<file path="config.mk">
export PLATFORM = sky130hd
export DESIGN_NAME = fpu_scoreboard
export DESIGN_NICKNAME = d
export VERILOG_FILES = /design/src/rtl/fpu_scoreboard.sv
export SDC_FILE = /design/constraint.sdc
export NUM_CORES = 1
export LEC_CHECK = 0
export ABC_AREA = 1
export BUFFER_PORTS_ARGS = -buffer_cell sky130_fd_sc_hd__buf_2
export CAP_MARGIN = 20
export CORE_ASPECT_RATIO = 1.1
export CORE_MARGIN = 10
export CORE_UTILIZATION = 49
export CTS_BUF_LIST = sky130_fd_sc_hd__clkbuf_8
export DETAILED_ROUTE_END_ITERATION = 10
export GPL_TIMING_DRIVEN = 0
export PLACE_DENSITY = 0.75
export SYNTH_ARGS = -nofsm -noshare
export SYNTH_HDL_FRONTEND = slang
export SYNTH_SLANG_ARGS = --single-unit
</file>
<file path="constraint.sdc">
create_clock -name clk -period 2.11 [get_ports clk]
set_input_delay 0.211 -clock clk [delete_from_list [all_inputs] [get_ports clk]]
set_output_delay 0.211 -clock clk [all_outputs]
set_load 0.01 [all_outputs]
</file>
<file path="src/rtl/fpu_scoreboard.sv">
// fpu_scoreboard: issue controller, per-register pending scoreboard and
// FP register-file write-port arbiter for the multi-cycle FP unit.
module fpu_scoreboard #(
   parameter int MUL_LAT  = 3,
   parameter int DIV_LAT  = 12,
   parameter int SQRT_LAT = 16
) (
   input  logic        clk,
   input  logic        reset,
   input  logic        issue_d,
   input  logic [1:0]  fop_d,
   input  logic [4:0]  frd_d,
   input  logic [4:0]  frs1_d,
   input  logic [4:0]  frs2_d,
   input  logic        fuse_rs1_d,
   input  logic        fuse_rs2_d,
   input  logic        fwrite_d,
   input  logic        stall_d_in,
   input  logic [31:0] fpu_result,
   input  logic        wb_pipe_we,
   input  logic [4:0]  wb_pipe_rd,
   input  logic [31:0] wb_pipe_data,
   output logic        fpu_stall,
   output logic        fpu_start,
   output logic        fpu_en,
   output logic [1:0]  fpu_op,
   output logic        frf_we,
   output logic [4:0]  frf_waddr,
   output logic [31:0] frf_wdata,
   output logic        busy
);

   typedef enum logic [1:0] {
      IDLE = 2'd0,
      RUN  = 2'd1,
      WB   = 2'd2
   } state_t;

   localparam logic [4:0] MUL_INIT  = 5'(MUL_LAT - 1);
   localparam logic [4:0] DIV_INIT  = 5'(DIV_LAT - 1);
   localparam logic [4:0] SQRT_INIT = 5'(SQRT_LAT - 1);

   state_t      state_q, state_d;
   logic [31:0] sb_q, sb_d;
   logic [4:0]  cnt_q, cnt_d;
   logic [4:0]  rd_q, rd_d;
   logic [31:0] res_q, res_d;
   logic [1:0]  op_q, op_d;
   logic [4:0]  lat_init;
   logic        reserved_op;
   logic        accept;
   logic        fp_grant;

   // Hazard detection and accept decision; reserved ops neither stall nor issue.
   always_comb begin
      reserved_op = (fop_d == 2'b11);
      fpu_stall   = (fuse_rs1_d && sb_q[frs1_d])
                 || (fuse_rs2_d && sb_q[frs2_d])
                 || (fwrite_d   && sb_q[frd_d])
                 || (issue_d && !reserved_op && (state_q != IDLE));
      accept      = issue_d && !fpu_stall && !stall_d_in && !reserved_op;
      fpu_start   = accept;
      unique case (fop_d)
         2'b00:   lat_init = MUL_INIT;
         2'b01:   lat_init = DIV_INIT;
         default: lat_init = SQRT_INIT;
      endcase
   end

   // Sequencer next-state: accept in IDLE, count down in RUN, retire in WB.
   always_comb begin
      state_d = state_q;
      sb_d    = sb_q;
      cnt_d   = cnt_q;
      rd_d    = rd_q;
      res_d   = res_q;
      op_d    = op_q;
      unique case (state_q)
         IDLE: begin
            if (accept) begin
               op_d         = fop_d;
               rd_d         = frd_d;
               sb_d[frd_d]  = 1'b1;
               cnt_d        = lat_init;
               state_d      = RUN;
            end
         end
         RUN: begin
            if (cnt_q != 5'd0) begin
               cnt_d = cnt_q - 5'd1;
            end else begin
               res_d   = fpu_result;
               state_d = WB;
            end
         end
         WB: begin
            // The W stage cannot stall, so it always wins the write port.
            if (!wb_pipe_we) begin
               sb_d[rd_q] = 1'b0;
               state_d    = IDLE;
            end
         end
         default: state_d = IDLE;
      endcase
   end

   // Register-file write-port mux and status outputs.
   always_comb begin
      fp_grant = (state_q == WB) && !wb_pipe_we;
      fpu_en   = (state_q == RUN);
      busy     = (state_q != IDLE);
      fpu_op   = op_q;
      if (fp_grant) begin
         frf_we    = 1'b1;
         frf_waddr = rd_q;
         frf_wdata = res_q;
      end else begin
         frf_we    = wb_pipe_we;
         frf_waddr = wb_pipe_rd;
         frf_wdata = wb_pipe_data;
      end
   end

   // State registers with synchronous reset; reset abandons any in-flight op.
   always_ff @(posedge clk) begin
      if (reset) begin
         state_q <= IDLE;
         sb_q    <= '0;
         cnt_q   <= '0;
         rd_q    <= '0;
         res_q   <= '0;
         op_q    <= '0;
      end else begin
         state_q <= state_d;
         sb_q    <= sb_d;
         cnt_q   <= cnt_d;
         rd_q    <= rd_d;
         res_q   <= res_d;
         op_q    <= op_d;
      end
   end

endmodule

</file>
# == After elaboration in Yosys (flattened, before gate mapping) ==
# Cells that the tools add are included.
# word_totals
reg_bits,78
inputBits,94
output_inout_bits,44
word_cells,78
# op_classes
n_addsub,1
n_lt_le_gt_ge,6
n_eq_ne,8
muxes,24
bitwise,4
reduce_logical,29
# ops
operator,count
two-way mux 32 bit,3
one-hot mux 32 bit (2 select lines),1
AND 32 bit,1
NOT 32 bit,1
OR 32 bit,1
"< comparator 5 x 6 -> 1 bit, second input constant",4
binary-select mux 1 bit (select 5 bit),3
two-way mux 5 bit,3
logical AND 1 bit,11
demux 1 bit (select 5 bit),2
"greater-or-equal comparator 5 x 1 -> 1 bit, second input constant",2
one-hot mux 5 bit (2 select lines),1
AND reduction 3 bit,3
one-hot mux 4 bit (2 select lines),1
two-way mux 1 bit,6
two-way mux 2 bit,3
"!= test 2 bit, second input constant",3
one-hot mux 2 bit (3 select lines),1
nonzero test 2 bit,3
nonzero test 5 bit,1
"subtractor 5 x 1 -> 5 bit, second input constant",1
"== test 2 x 1 -> 1 bit, second input constant",2
"== test 2 bit, second input constant",2
logical NOT 1 bit,4
other kinds (5),9

# == Depth between registers and ports, before layout ==
# logic_depth
depth_word,12
depth_mapped,16
ltp_nobuf,15

# == Least setup slack after synthesis ==
# No wires, ideal clock.
# synth_path
kind,input to register
startpoint,in frs2_d[0]
endpoint,reg op_q[1] (netlist: fpu_op[1])
setup_time_ns,0.132
arrival_ns,1.580
t_required_ns,1.978
setup_slack_ns,0.398
stages,14
n_path_buf,2
path_cell_list,buf_2 -> inv_2 -> buf_4 -> nand2_1 -> nand3_1 -> nand3_1 -> nand2_1 -> nand2_1 -> nand3b_1 -> nand3_1 -> nand4_4 -> clkinv_1 -> nand2_1 -> a21oi_1
# synth_between
elab_chain_len,11
# synth_rtl
item,line,text
from (decl),14,"input logic [4:0] frs2_d,"
binary-select mux 1 bit (select 5 bit),58,|| (fuse_rs2_d && sb_q[frs2_d])
two-way mux 1 bit (not written as such),58,
logical AND 1 bit,58,
logical OR 1 bit,58,
logical OR 1 bit,59,|| (fwrite_d && sb_q[frd_d])
logical OR 1 bit,60,|| (issue_d && !reserved_op && (state_q != IDLE));
logical NOT 1 bit,61,accept = issue_d && !fpu_stall && !stall_d_in && !reserved_op;
logical AND 1 bit (3 in series),61,
named net fpu_start,24,"output logic fpu_start,"
AND reduction 2 bit (no source line),-,
to (signal assigned),139,op_q <= op_d;
to (decl),48,"logic [1:0] op_q, op_d;"
# The timed path passes the listed nets, and every way through them passes these cells. The select of a mux whose other input is x is not followed.
# A chain may end at the register's enable or synchronous reset.

# == Final worst setup path ==
# layout_path
startpoint,reg sb_q[1]
endpoint,out fpu_stall
# layout_between
elab_chain_len,6
word_cells_on_any_way,12
classes_between,mux (6); reduce/logical (6)
# layout_rtl
item,line,text
from (decl),44,"logic [31:0] sb_q, sb_d;"
from (signal assigned),128,sb_q <= '0;
from (signal assigned),135,sb_q <= sb_d;
"binary-select mux 1 bit (select 5 bit), on equally long branches","57, 58",
"two-way mux 1 bit, on equally long branches","57, 58",
"logical AND 1 bit, on equally long branches","57, 58",
logical OR 1 bit,58,
logical OR 1 bit *,59,
logical OR 1 bit *,60,
to (decl),23,"output logic fpu_stall,"
# Mark *: on every way between the ends. The rest lies on a longest branch, timed or not. The select of a mux whose other input is x is not followed.

==> results.yml <==
synth:
  synth_top_family_by_area: "simple AND/OR/NAND/NOR gates"
  syn-instance-count: 886
  synth_edf_count: 0
  ys_top_cells_by_count: "nand2_1 (280), o21ai_0 (170), nand3_1 (91), dfxtp_1 (78), a21oi_1 (75)"
  synth_mux_area_share_pct: 0
  synth-seq-area-share_pct: 30.27
  synth_area_leaders: "dfxtp_1 (30%), nand2_1 (20%), o21ai_0 (16%)"
  ys_seq_elements: 78
  synth_area_um2: 5159
  ys_types: 22
  synthArstFlopShare_pct: 0
  syn_nets: 982
  synthMostInstantiatedCell: "nand2_1"
  synth_compound_area_share_pct: 24.08
  synth_area_leader_cell: "dfxtp_1"
  synthSimpleGateAreaFrac_pct: 34.68
  synth_fa_ha_area_share_pct: 0.4851
  synth_top_cell_area_share_pct: 30.27
  yosys_warnings: 0
  avgSynthCellArea_um2: 5.822
  synthXorXnorAreaFrac_pct: 0.3396
  synth-main-ff-cell: "dfxtp_1"
pwr:
  power_density_nw_per_um2: 548.1
  ir_worst_vdd_mv: 0.4814
  leakage_nw: 2.734
cts:
  tritoncts: "done"
  clkTransAtPathRegs_ps: 80
  cts_root_buffer: "clkbuf_8"
  clock-sinks: 78
  cts_max_level: 3
  holdBufCountCts: 0
  cts_made_buffers: 9
  clock_latency_ps: 360
  cts_buffer_depth: 2
final_layout:
  design_area_um2: 6431
  final_util_pct: 62.17
  num_antenna_cells: 0
  fill_cells: 1064
  syn_to_final_growth_pct: 24.67
  final_nets: 1132
  drive_above_1_share_pct: 21.92
die:
  rows: 39
  fp.dieH_um: 127.6
  start_util_pct: 49.87
  ios: 138
  dieArea_um2: 15040
  core-area_um2: 10340
  die_x_um: 117.8
detailed_routing:
  first_pass_iters: 6
  vias_per_cell: 5.451
  via_count: 6449
  drtAntennaViolNets: 0
  drt_iter0_drc: 595
  drc: 0
  wl_um: 19310
  routedWlPerCell_um: 16.32
status:
  status: "finished clean"
timing:
  finalSetupViolations: 0
  finalCritPeriodShare_pct: 97.01
  hold_viol: 0
  relSlewSlack_pct: 63.59
  worst_pin_slew_ps: 546.1
  hold_slack_ps: 116.0
  fmaxAchievable_mhz: 488.6
  finalClockSkew_ps: 10.19
  slew_violations: 0
  layout_min_cycle_time_ps: 2047
  rsz0062_at_grt: "true"
  fin_ws_ps: 63.19
worst_setup_path:
  cp.required_ps: 1900
  critPathMaxFanout: 5
  crit_type: "reg2out"
  startpoint_type: "flip-flop"
  worst_setup_path_end_kind: "output pin"
  cp.arrival_ps: 1840
placed_design:
  routabilityCongestion: 0.9250
  dp_hpwl_um: 14650
  port_buffers: 132
  place_ws_ps: -205.7
  dpl_cell_area_um2: 5998
flow_run:
  maxCapViolCount: 0
grt:
  grt_max_degree: 13
  antenna_found_initial: 0
  grt_pass1_wl_um: 30090
  grt_usage_pct: 24.34
  grt_pass1_vias: 5907
  overflow: 0
min_path:
  hp-class: "in2reg"
[path summary, 6_finish.rpt]
path                                              from                 endpoint  slack (ps)  depth (start not counted)
worst min-delay path                        wb_pipe_we  state_q[1]$_SDFFE_PP0P_         120                          3
worst max register to register    sb_q[3]$_SDFFE_PP0P_    sb_q[26]$_SDFFE_PP0P_         120                         13
worst min register to register  res_q[22]$_SDFFE_PP0P_   res_q[22]$_SDFFE_PP0P_         450                          2
worst max-delay path              sb_q[1]$_SDFFE_PP0P_                fpu_stall          60                         12
[cells in the final DEF (no fill, tap or decap), types with 2 or more instances in the layout]
cell type / n
nand2_1: 270
o21ai_0: 165
buf_2: 139
nand3_1: 89
a21oi_1: 75
inv_1: 66
nor2_1: 49
dfxtp_1: 49
clkbuf_1: 28
dfxtp_2: 22
buf_4: 11
clkbuf_8: 11
buf_6: 9
nand2_2: 9
nor3_1: 8
dfxtp_4: 7
o21ai_1: 5
clkbuf_4: 3
inv_2: 3
nand2_4: 2
nor2_2: 2
nand3b_1: 2
nand3_2: 2
xor2_1: 2
ha_1: 2
bufinv_16: 2
[flip-flops by register name, indices dropped and copies added, names as in the netlist]
name / count
cnt_q: 5
fpu_op: 2
rd_q: 5
res_q: 32
sb_q: 32
state_q: 2
[final cells by class]
cell class              count  area (um2)  area share [%]
repair buffers            139       726.9           11.30
clock inverters             4       71.32           1.109
flip-flops and latches     78        1615           25.12
inverters                  70       267.8           4.163
multi-input cells         686        3134           48.74
plain buffers              52       285.3           4.436
clock buffers              11       151.4           2.354
well taps                 143       178.9           2.782
[worst max-delay path, cell delays in order, from the launching register on]
cell,delay [ps]
dfxtp_4,370
nand2_1,70
nand2_1,50
nand2_1,50
nand2_1,70
nand2_1,50
nand2_1,60
nor2_2,160
nand2_2,100
a21oi_4,170
buf_6,110
nand3_1,60
buf_2,150
[per-layer routing]
metal / up-vias / part of all wire [%] / global-route usage [%]
met3: 44 / 11 / 7.577
met2: 322 / 47 / 41.85
met1: 2872 / 39 / 27.56
li1: 3211 / - / -
met4: 0 / 3.1 / 9.971
met5: - / 0 / 0
[stage by stage]
stage | total power [mW] | cells | TNS, ps
finish | 3.525 | 1183 | 0
global route | 3.678 | 1183 | -120.2
CTS | 3.522 | 1177 | 0
detailed placement | 2.252 | 1161 | -3750
global placement | 2.249 | 1161 | -3278
floorplan | 1.978 | 886 | 0
[cell families (layout without fill, tap and decap cells)]
logic type                 after synthesis  after routing
and+or+nand+nor                        435            435
adders and majority gates                2              2
DFF                                     78             78
buffers and inverters                  122            276
AOI/OAI and AO/OA                      247            247
xor gates and xnor gates                 2              2
[report_power, final]
part | leakage [nW] | internal (mW) | switching [mW] | total, mW
sequential | 0.648 | 1.52 | 0.0272 | 1.54
clock | 0.113 | 0.721 | 0.558 | 1.28
combinational | 1.97 | 0.255 | 0.448 | 0.704
total | 2.73 | 2.49 | 1.03 | 3.53
[repair_timing]
| item | in CTS | in global routing |
|---|---|---|
| setup buffers | 1 | 6 |
| gates resized for setup | 32 | 49 |
| setup endpoints to repair | 35 | 68 |
| hold endpoints to repair | 0 | 0 |
| pin swaps | 1 | 11 |
Power figures use the tool's default switching activity.
